[src/rtl/div_unit_if.sv]
// Request/result handshake bundle between the EX stage and the iterative divider.
interface div_unit_if;
    logic        i_valid;
    logic        o_ready;
    logic [1:0]  i_op;
    logic        i_is_32;
    logic [63:0] i_operand_a;
    logic [63:0] i_operand_b;
    logic        i_flush;
    logic        o_valid;
    logic [63:0] o_value;
    logic        i_ready;

    modport slave (
        input  i_valid, i_op, i_is_32, i_operand_a, i_operand_b, i_flush, i_ready,
        output o_ready, o_valid, o_value
    );

    modport master (
        output i_valid, i_op, i_is_32, i_operand_a, i_operand_b, i_flush, i_ready,
        input  o_ready, o_valid, o_value
    );
endinterface

[src/rtl/div_unit.sv]
// Non-restoring radix-2 divider for RV64M DIV/DIVU/REM/REMU (+W), one op in flight.
// Optional DIV_EARLY_TERM_EN: bypass when |dividend| < |divisor|.
module div_unit #(
    parameter int ITER_PER_CYCLE = 1
) (
    input logic       clk,
    input logic       rstn,
    div_unit_if.slave bus
);
    typedef enum logic [1:0] {IDLE, BUSY, FIN, DONE} state_t;
    localparam int SH = ITER_PER_CYCLE - 1;

    state_t      state, state_nx;
    logic [64:0] rem_q, rem_nx;
    logic [63:0] quo_q, quo_nx, dvs_q, res_q;
    logic [65:0] trial;
    logic [6:0]  cnt;
    logic        is_rem_q, w_q, qneg_q, rneg_q;

    function automatic logic [63:0] wext(input logic w, input logic [63:0] v);
        return w ? {{32{v[31]}}, v[31:0]} : v;
    endfunction

    // Operand preparation on the raw request
    logic        signed_op, a_neg, b_neg, div0, ovf, early, bypass, accept;
    logic [63:0] a_ext, b_ext, a_mag, b_mag, min_val, byp_res;

    always_comb begin
        signed_op = ~bus.i_op[0];
        a_ext = bus.i_is_32 ? {{32{signed_op & bus.i_operand_a[31]}}, bus.i_operand_a[31:0]}
                            : bus.i_operand_a;
        b_ext = bus.i_is_32 ? {{32{signed_op & bus.i_operand_b[31]}}, bus.i_operand_b[31:0]}
                            : bus.i_operand_b;
        a_neg = signed_op & a_ext[63];
        b_neg = signed_op & b_ext[63];
        a_mag = a_neg ? -a_ext : a_ext;
        b_mag = b_neg ? -b_ext : b_ext;
        min_val = bus.i_is_32 ? 64'hFFFF_FFFF_8000_0000 : 64'h8000_0000_0000_0000;
        div0 = (b_ext == 64'd0);
        ovf  = signed_op & (a_ext == min_val) & (&b_ext);
`ifdef DIV_EARLY_TERM_EN
        early = ~div0 & (a_mag < b_mag);
`else
        early = 1'b0;
`endif
        bypass = div0 | ovf | early;
        if (div0)
            byp_res = bus.i_op[1] ? a_ext : '1;
        else if (ovf)
            byp_res = bus.i_op[1] ? 64'd0 : a_ext;
        else
            byp_res = bus.i_op[1] ? a_ext : 64'd0;
        byp_res = wext(bus.i_is_32, byp_res);
    end

    assign bus.o_ready = (state == IDLE);
    assign bus.o_valid = (state == DONE);
    assign bus.o_value = bus.o_valid ? res_q : 64'd0;
    assign accept      = bus.i_valid & bus.o_ready & ~bus.i_flush;

    // Partial remainder stays in [-d, d); the shifted trial needs one extra bit
    always_comb begin
        rem_nx = rem_q;
        quo_nx = quo_q;
        trial  = '0;
        for (int k = 0; k < ITER_PER_CYCLE; k++) begin
            trial  = {rem_nx, quo_nx[63]};
            trial  = rem_nx[64] ? trial + {2'b00, dvs_q} : trial - {2'b00, dvs_q};
            rem_nx = trial[64:0];
            quo_nx = {quo_nx[62:0], ~trial[65]};
        end
    end

    logic [63:0] rem_fix, qmag, qval, rval, fin_res;
    always_comb begin
        rem_fix = rem_q[64] ? rem_q[63:0] + dvs_q : rem_q[63:0];
        qmag    = w_q ? {32'd0, quo_q[31:0]} : quo_q;
        qval    = qneg_q ? -qmag : qmag;
        rval    = rneg_q ? -rem_fix : rem_fix;
        fin_res = wext(w_q, is_rem_q ? rval : qval);
    end

    always_ff @(posedge clk or negedge rstn) begin
        if (!rstn) state <= IDLE;
        else       state <= state_nx;
    end

    always_comb begin
        state_nx = state;
        if (bus.i_flush) begin
            state_nx = IDLE;
        end else begin
            case (state)
                IDLE: if (accept) state_nx = bypass ? DONE : BUSY;
                BUSY: if (cnt == 7'd1) state_nx = FIN;
                FIN:  state_nx = DONE;
                DONE: if (bus.i_ready) state_nx = IDLE;
                default: state_nx = IDLE;
            endcase
        end
    end

    always_ff @(posedge clk or negedge rstn) begin
        if (!rstn) begin
            rem_q    <= '0;
            quo_q    <= '0;
            dvs_q    <= '0;
            res_q    <= '0;
            cnt      <= '0;
            is_rem_q <= 1'b0;
            w_q      <= 1'b0;
            qneg_q   <= 1'b0;
            rneg_q   <= 1'b0;
        end else if (bus.i_flush) begin
            cnt <= '0;
        end else begin
            case (state)
                IDLE: if (accept) begin
                    // W dividends are pre-shifted so only N steps are needed
                    dvs_q    <= b_mag;
                    quo_q    <= bus.i_is_32 ? {a_mag[31:0], 32'd0} : a_mag;
                    rem_q    <= '0;
                    cnt      <= bus.i_is_32 ? 7'(32 >> SH) : 7'(64 >> SH);
                    is_rem_q <= bus.i_op[1];
                    w_q      <= bus.i_is_32;
                    qneg_q   <= a_neg ^ b_neg;
                    rneg_q   <= a_neg;
                    if (bypass) res_q <= byp_res;
                end
                BUSY: begin
                    rem_q <= rem_nx;
                    quo_q <= quo_nx;
                    cnt   <= cnt - 7'd1;
                end
                FIN:  res_q <= fin_res;
                default: ;
            endcase
        end
    end
endmodule

[src/flat_wrapper.sv]
// flat-port wrapper written by rule: the top's interface ports become plain ports
module div_unit_flat 
#(
    parameter int ITER_PER_CYCLE = 1
)
  (clk, rstn, bus_i_valid, bus_i_op, bus_i_is_32, bus_i_operand_a, bus_i_operand_b, bus_i_flush, bus_i_ready, bus_o_ready, bus_o_valid, bus_o_value);
  div_unit_if bus_i ();
  input logic clk;
  input logic rstn;
  input wire logic [$bits(bus_i.i_valid)-1:0] bus_i_valid;
  input wire logic [$bits(bus_i.i_op)-1:0] bus_i_op;
  input wire logic [$bits(bus_i.i_is_32)-1:0] bus_i_is_32;
  input wire logic [$bits(bus_i.i_operand_a)-1:0] bus_i_operand_a;
  input wire logic [$bits(bus_i.i_operand_b)-1:0] bus_i_operand_b;
  input wire logic [$bits(bus_i.i_flush)-1:0] bus_i_flush;
  input wire logic [$bits(bus_i.i_ready)-1:0] bus_i_ready;
  output wire logic [$bits(bus_i.o_ready)-1:0] bus_o_ready;
  output wire logic [$bits(bus_i.o_valid)-1:0] bus_o_valid;
  output wire logic [$bits(bus_i.o_value)-1:0] bus_o_value;
  assign bus_i.i_valid = bus_i_valid;
  assign bus_i.i_op = bus_i_op;
  assign bus_i.i_is_32 = bus_i_is_32;
  assign bus_i.i_operand_a = bus_i_operand_a;
  assign bus_i.i_operand_b = bus_i_operand_b;
  assign bus_i.i_flush = bus_i_flush;
  assign bus_i.i_ready = bus_i_ready;
  assign bus_o_ready = bus_i.o_ready;
  assign bus_o_valid = bus_i.o_valid;
  assign bus_o_value = bus_i.o_value;
  div_unit #(.ITER_PER_CYCLE(ITER_PER_CYCLE)) u_core (.clk(clk), .rstn(rstn), .bus(bus_i));
endmodule
[config.mk]
export PLATFORM = sky130hd
export DESIGN_NAME = div_unit_flat
export DESIGN_NICKNAME = d
export VERILOG_FILES = /design/src/rtl/div_unit_if.sv /design/src/rtl/div_unit.sv /design/src/flat_wrapper.sv
export SDC_FILE = /design/constraint.sdc
export NUM_CORES = 2
export LEC_CHECK = 0
export ABC_AREA = 1
export CAP_MARGIN = 20
export CORE_UTILIZATION = 40
export DETAILED_ROUTE_END_ITERATION = 16
export HOLD_SLACK_MARGIN = 0.06
export RECOVER_POWER = 100
export SETUP_SLACK_MARGIN = 0.02
export SLEW_MARGIN = 5
export SYNTH_ARGS = -nofsm -noshare
export SYNTH_HDL_FRONTEND = slang
export SYNTH_SLANG_ARGS = --single-unit
[constraint.sdc]
create_clock -name clk -period 5.9 [get_ports clk]
set_input_delay 1.18 -clock clk [delete_from_list [all_inputs] [get_ports clk]]
set_output_delay 1.18 -clock clk [all_outputs]
set_load 0.01 [all_outputs]
======== Word level (Yosys, flattened, before mapping) ========
Index checks and enable logic that the tools add are counted.
storage, ports and cells
  bits of input ports ..................... 136
  bits in registers ....................... 270
operators by class
  reduce and logical (&&, ||, !) cells .... 11
  eq/ne operators ......................... 10
  bitwise logic cells ..................... 13
  muxes and demuxes ....................... 37
  add/subtract/negate cells ............... 8
operator list
  kind                   count
  $mux W64               21
  $neg A64 Y64           4
  $pmux W64 S2           2
  $pmux W65 S2           1
  $add A66 B64 Y66       1
  $mux W66               1
  $sub A66 B64 Y66       1
  $mux W65               1
  $add A64 B64 Y64       1
  $eq A64 B64 Y1         1
  $logic_not A64 Y1      1
  $reduce_and A64 Y1     1
  $mux W63               1
  $mux W7                3
  $pmux W7 S2            1
  $mux W2                5
  $reduce_and A3 Y1      3
  $and A1 B1 Y1          8
  $pmux W2 S4            1
  $eq A7 B1 Y1 const B   1
  $sub A7 B1 Y7 const B  1
  $ne A3 B3 Y1 const B   2
  $eq A2 B2 Y1 const B   2
  $ne A2 B2 Y1 const B   2
  other kinds (10)       13

======== Longest topological paths before layout ========
  depth in word-level cells ............... 12
  gate-level depth with buffers ........... 35

======== Worst setup path after synthesis ========
No wires, ideal clock.
  path type ............................... register -> register
  from .................................... register u_core.rem_q[64]
  to ...................................... register u_core.rem_q[42]
  buffers on the path ..................... 7
  data required time ...................... 5.767 ns
  cell stages (with the launch flop) ...... 28
  arrival time ............................ 4.626 ns
  path slack .............................. 1.142 ns
  library setup time ...................... 0.133 ns
  path through ............................ dfrtp_1 > buf_6 > buf_2 > buf_1 > buf_2 > clkbuf_1 > clkbuf_1 > buf_1 > nand2_1 > o21ai_0 > inv_1 > fa_1 > inv_1 > nand3_1 > nand2_1 > nand2_1 > nand2_1 > a21oi_1 > o21ai_0 > a21oi_1 > o21ai_0 > a21oi_1 > o21ai_0 > a21oi_1 > o21ai_0 > nand2_1 > nand2_1 > o22ai_1
on the way
  longest elaborated chain between the ends .. 2
RTL lines
  what                      RTL line         RTL
  start: declaration        div_unit.sv:14   logic [64:0] rem_q, rem_nx;
  start signal: assignment  div_unit.sv:131  rem_q <= rem_nx;
  $mux W66                  div_unit.sv:68   trial = rem_nx[64] ? trial + {2'b00, dvs_q} : trial - {2'b00, dvs_q};
  $pmux W65 S2              div_unit.sv:117  case (state)
Every way passes these cells.
A chain may end at the register's enable or synchronous reset.

======== Final worst setup path ========
  from .................................... input port bus_i_operand_a[31]
  to ...................................... register u_core.quo_q[47]
on the way
  longest elaborated chain between the ends .. 7
  elaborated cells on any way between the ends .. 8
RTL lines
  what                                                  RTL line                        RTL
  start: declaration                                    flat_wrapper.sv:13              input wire logic [$bits(bus_i.i_operand_a)-1:0] bus_i_operand_a;
  $and A1 B1 Y1                                         div_unit.sv:30                  a_ext = bus.i_is_32 ? {{32{signed_op & bus.i_operand_a[31]}}, bus.i_operand_a[31:0]}
  $mux W64 (*)                                          div_unit.sv:30
  $neg A64 Y64 / $and A1 B1 Y1 (equally long branches)  div_unit.sv:36, div_unit.sv:34
  $mux W64 (*)                                          div_unit.sv:36                  a_mag = a_neg ? -a_ext : a_ext;
  $mux W64 (*)                                          div_unit.sv:121                 quo_q <= bus.i_is_32 ? {a_mag[31:0], 32'd0} : a_mag;
  $mux W64 (*)                                          div_unit.sv:118                 IDLE: if (accept) begin
  $pmux W64 S2 (*)                                      div_unit.sv:117
  end signal: assignment                                div_unit.sv:121
  end signal: assignment                                div_unit.sv:132                 quo_q <= quo_nx;
  end: declaration                                      div_unit.sv:15                  logic [63:0] quo_q, quo_nx, dvs_q, res_q;
Mark *: on every way between the ends. The rest lies on a longest branch, timed or not. The select of a mux whose other input is x is not followed.

==> impl_metrics.csv <==
group,metric,value,unit
status,status,"finished with violations",
status,failed_checks,"max-capacitance violations, max-slew violations",
timing,period_needed,5579,ps
clocking,clockBufferDepth,3,
timing,finClkSkew,37.31,ps
timing,tightest_slew,2906,ps
die,die_h,299.3,um
global_routing,grt_start_max_net_pins,95,
timing,holdWs,483.9,ps
routing,vias,43970,
clocking,cts_tree,"built",
clocking,clock_sink_count,270,
yosys,synth_seq_area_share,19.10,%
worst_setup_path,path_class,"primary input to flip-flop",
worst_setup_path,worstPathRequired,6400,ps
power_and_ir_drop,total_power,24640,uW
routing,ant_nets,0,
die,core_area,87160,um2
timing,final_max_slew_viol_count,275,
timing,setup_violations,0,
global_routing,grt_first_pass_wirelength,265100,um
clocking,numCtsBuffers,37,
yosys,syn-cell-area,35370,um2
power_and_ir_drop,p_leak,0.02133,uW
yosys,syn_nets,6691,
yosys,synthCells,6413,
die,die-area,89610,um2
worst_setup_path,path_cells,"dlygate4sd3_1 > inv_1 > nor3_1 > inv_1 > buf_4 > nand2_1 > clkbuf_1 > o21ai_0 > xnor2_1 > clkbuf_1 > o21ai_0 > nand2_1 > o21ai_0 > nand2_1 > o211ai_1 > o21ai_0",
hold_path,hold_end,"u_core.res_q[12]",
routing,first_pass_iters,7,
routing,wl_per_cell,23.62,um
hold_path,min_delay_path_depth,2,
worst_setup_path,regToRegSetupSlack,360,ps
clocking,clock_latency,600,ps
worst_setup_path,cp_top_family,"buffers and inverters",
clocking,cts_setup_buffers,0,
placed_design,gp_congestion,1.043,
global_routing,grt_pass1_vias,39590,
worst_setup_path,path_depth,16,
yosys,avgSynthCellArea,5.515,um2
die,chipWidth,299.3,um
worst_setup_path,end_kind,"flip-flop",
routing,drc_errors,0,
worst_setup_path,timing.rr.end,"u_core.rem_q[60]",
timing,hold_violations,0,
clocking,clkTransAtPathRegs,60,ps
worst_setup_path,critPathMaxFanout,28,
worst_setup_path,cp_slowest_cell,"clkbuf_1",
yosys,synth_edf_count,0,
global_routing,antenna_found_initial,17,
cells_and_area,drive_gt1_share,4.032,%
die,initial_utilization,40.58,%
yosys,synth_warnings,0,
cells_and_area,area_growth,13.86,%
yosys,async_flop_share,100.0,%
power_and_ir_drop,power_density,612.1,nW/um2
routing,drtIter0Drc,6157,
worst_setup_path,cpPeakStageDelay,1150,ps
worst_setup_path,ff2ff_path_depth,24,
clocking,htree_num_levels,2,
hold_path,hp-class,"flip-flop to flip-flop",
global_routing,grt_usage,39.83,%
worst_setup_path,cpMostUsedCell,"o21ai_0",
hold_path,min_from,"u_core.res_q[12]",
cells_and_area,nNetsFinal,6851,
worst_setup_path,r2r_start,"u_core.dvs_q[22]",
job,max-cap-violations,7,
worst_setup_path,cp-start-kind,"primary input",
global_routing,grt-ovfl-total,0,
worst_setup_path,worst_ep_arrival_time,6070,ps
yosys,synth-main-ff-cell,"dfrtp_1",
yosys,netlist-cell-type-count,61,
worst_setup_path,path_buf_inv,6,
power_and_ir_drop,vdd_drop_max,438.7,uV
timing,timing.fmax,179.3,MHz
die,num_rows,108,
timing,grt_setup_unrepaired,"yes",
placed_design,hpwl,151100,um
timing,fin_setup_tns,0,ps
die,io_pins,202,
yosys,synth-seq-cells,270,
routing,viasPerCell,5.668,
timing,slew_headroom,-93.77,%
placed_design,portBuffers,201,
clocking,ctsRootBufferMaster,"clkbuf_16",
routing,drt-total-wl,183200,um
timing,period_share,94.55,%
[cell usage in the layout, fill, tap and decap left out, types with 7 or more instances in the layout]
| cell type | n |
|---|---|
| nand2_1 | 2032 |
| nor2_2 | 14 |
| nand4_1 | 79 |
| o21bai_1 | 9 |
| o22ai_1 | 27 |
| nor3_1 | 97 |
| xor2_1 | 134 |
| o41ai_1 | 9 |
| nand3b_1 | 7 |
| inv_2 | 7 |
| or2_2 | 17 |
| and2_1 | 10 |
| nand3_1 | 470 |
| inv_1 | 996 |
| a31oi_1 | 46 |
| dfrtp_1 | 267 |
| o221ai_1 | 8 |
| mux2i_1 | 11 |
| xnor2_1 | 43 |
| ha_1 | 140 |
| a21oi_1 | 385 |
| dlygate4sd3_1 | 66 |
| o21ai_0 | 471 |
| o211ai_1 | 42 |
| o21ai_1 | 46 |
| a21boi_0 | 7 |
| buf_4 | 121 |
| nor4_1 | 54 |
| clkbuf_16 | 37 |
| clkdlybuf4s50_1 | 133 |
| clkbuf_1 | 26 |
| a22oi_1 | 28 |
| o21ai_2 | 9 |
| o31ai_1 | 19 |
| nor2_1 | 629 |
[state kept, by name (all words and copies together) (netlist names), 2 cells and up]
name	cells
u_core.cnt	7
u_core.res_q	64
u_core.quo_q	64
u_core.rem_q	65
u_core.state	2
u_core.dvs_q	64
[repair_timing]
action | 4_1_cts | 5_1_grt
setup endpoints to repair | 0 | 6
resized for setup | 0 | 13
hold buffers | 0 | 0
[cell families after synthesis]
family	after synthesis	share of synthesized area (%)
simple gates	3433	40.02
mux	11	0.3114
compound gates	1140	17.74
flops	270	19.10
xor+xnor	178	4.408
fa+ha+maj	142	5.066
buf+inv	1239	13.35
[per-layer routing]
metal / track usage [%] / up-vias / wire [um]
li1: - / 20920 / -
met5: 0 / - / 25
met2: 55.22 / 2291 / 71640
met3: 11.54 / 296 / 23270
met1: 58.43 / 20460 / 82070
met4: 12.33 / 4 / 6240
[per-stage QoR]
step,std cells,setup slack [ps],area [um2],utilization [%]
4_1_cts,7750,224.9,40300,46.24
3_3_place_gp,7685,366.1,39110,44.87
5_1_grt,7753,11.01,40260,46.19
2_1_floorplan,6413,1142,35370,-
3_5_place_dp,7686,247.6,39140,44.90
6_report,7757,321.4,40270,46.20
[layout make-up]
| class | count | area [um2] |
|---|---|---|
| Fill cell | 9836 | 46890 |
| Multi-Input combinational cell | 4904 | 23940 |
| Sequential cell | 270 | 6763 |
| Inverter | 1011 | 3799 |
| Timing Repair Buffer | 349 | 3143 |
| Tap cell | 1155 | 1445 |
| Clock buffer | 53 | 1036 |
| Clock inverter | 11 | 133.9 |
| Antenna cell | 4 | 10.01 |
[worst register-to-register path: stages (launching register included)]
cell and delay [ps]:
dfrtp_1 390, nor2_1 640, nand2_1 160, nor4_1 320
nand4_1 330, nor2_2 240, nand2_1 210, nor2_1 220
nand3_1 210, inv_1 160, a31oi_1 130, xor2_1 230
ha_1 340, a21oi_1 170, inv_1 70, buf_4 130
a31oi_1 200, buf_4 170, o221a_2 160, nand3_1 210
nand2_1 150, o211ai_1 120, buf_4 150, o21ai_0 180
o21ai_0 110
[power by group]
group / total, uW / leakage (uW) / internal (uW) / switching, uW
Combinational: 18400 / 0.0173 / 5440 / 13000
Sequential: 3920 / 0.00341 / 2640 / 1280
Clock: 2290 / 0.000571 / 1310 / 979
Total: 24600 / 0.0213 / 9390 / 15300
[cells in the mapped netlist (4+ instances only)]
cell,instances,area (um2)
o21bai_1,9,67.56
o211ai_1,42,315.3
o21ai_2,8,70.07
clkbuf_1,149,559.3
nor3_1,98,490.5
clkinv_1,4,15.01
o221ai_1,8,70.07
xnor2_1,43,376.6
o21ai_1,52,260.3
o31ai_1,19,142.6
nand3_1,471,2357
o22ai_1,27,168.9
inv_1,994,3731
o41ai_1,9,78.83
o21a_1,5,37.54
ha_1,140,1752
nor2_2,9,56.30
nand3b_1,7,52.55
inv_2,13,48.80
buf_2,32,160.2
nand2_1,2034,7635
nor2_1,635,2384
o2111ai_1,4,35.03
o21ai_0,466,2332
a21boi_0,7,52.55
a22oi_1,28,210.2
xor2_1,135,1182
or2_2,17,106.4
and2_1,10,62.56
mux2i_1,11,110.1
buf_1,41,153.9
a21oi_1,386,1932
nor4_1,54,337.8
buf_4,4,30.03
dfrtp_1,270,6756
a31oi_1,46,287.8
o311ai_0,4,35.03
nand2_2,4,25.02
nand4_1,79,494.2
[how the worst max path moves through the flow]
stage | start | to | slack, ps
after floorplan | u_core.rem_q[64] | u_core.rem_q[42] | 1140
after global placement | u_core.dvs_q[1] | u_core.quo_q[0] | 370
after detailed placement | u_core.dvs_q[1] | u_core.quo_q[0] | 250
after CTS | u_core.dvs_q[1] | u_core.quo_q[0] | 220
after global routing | u_core.dvs_q[1] | u_core.quo_q[0] | 10
final | bus_i_operand_a[31] | u_core.quo_q[47] | 320
Note: power is estimated with default switching activity, not from simulation.
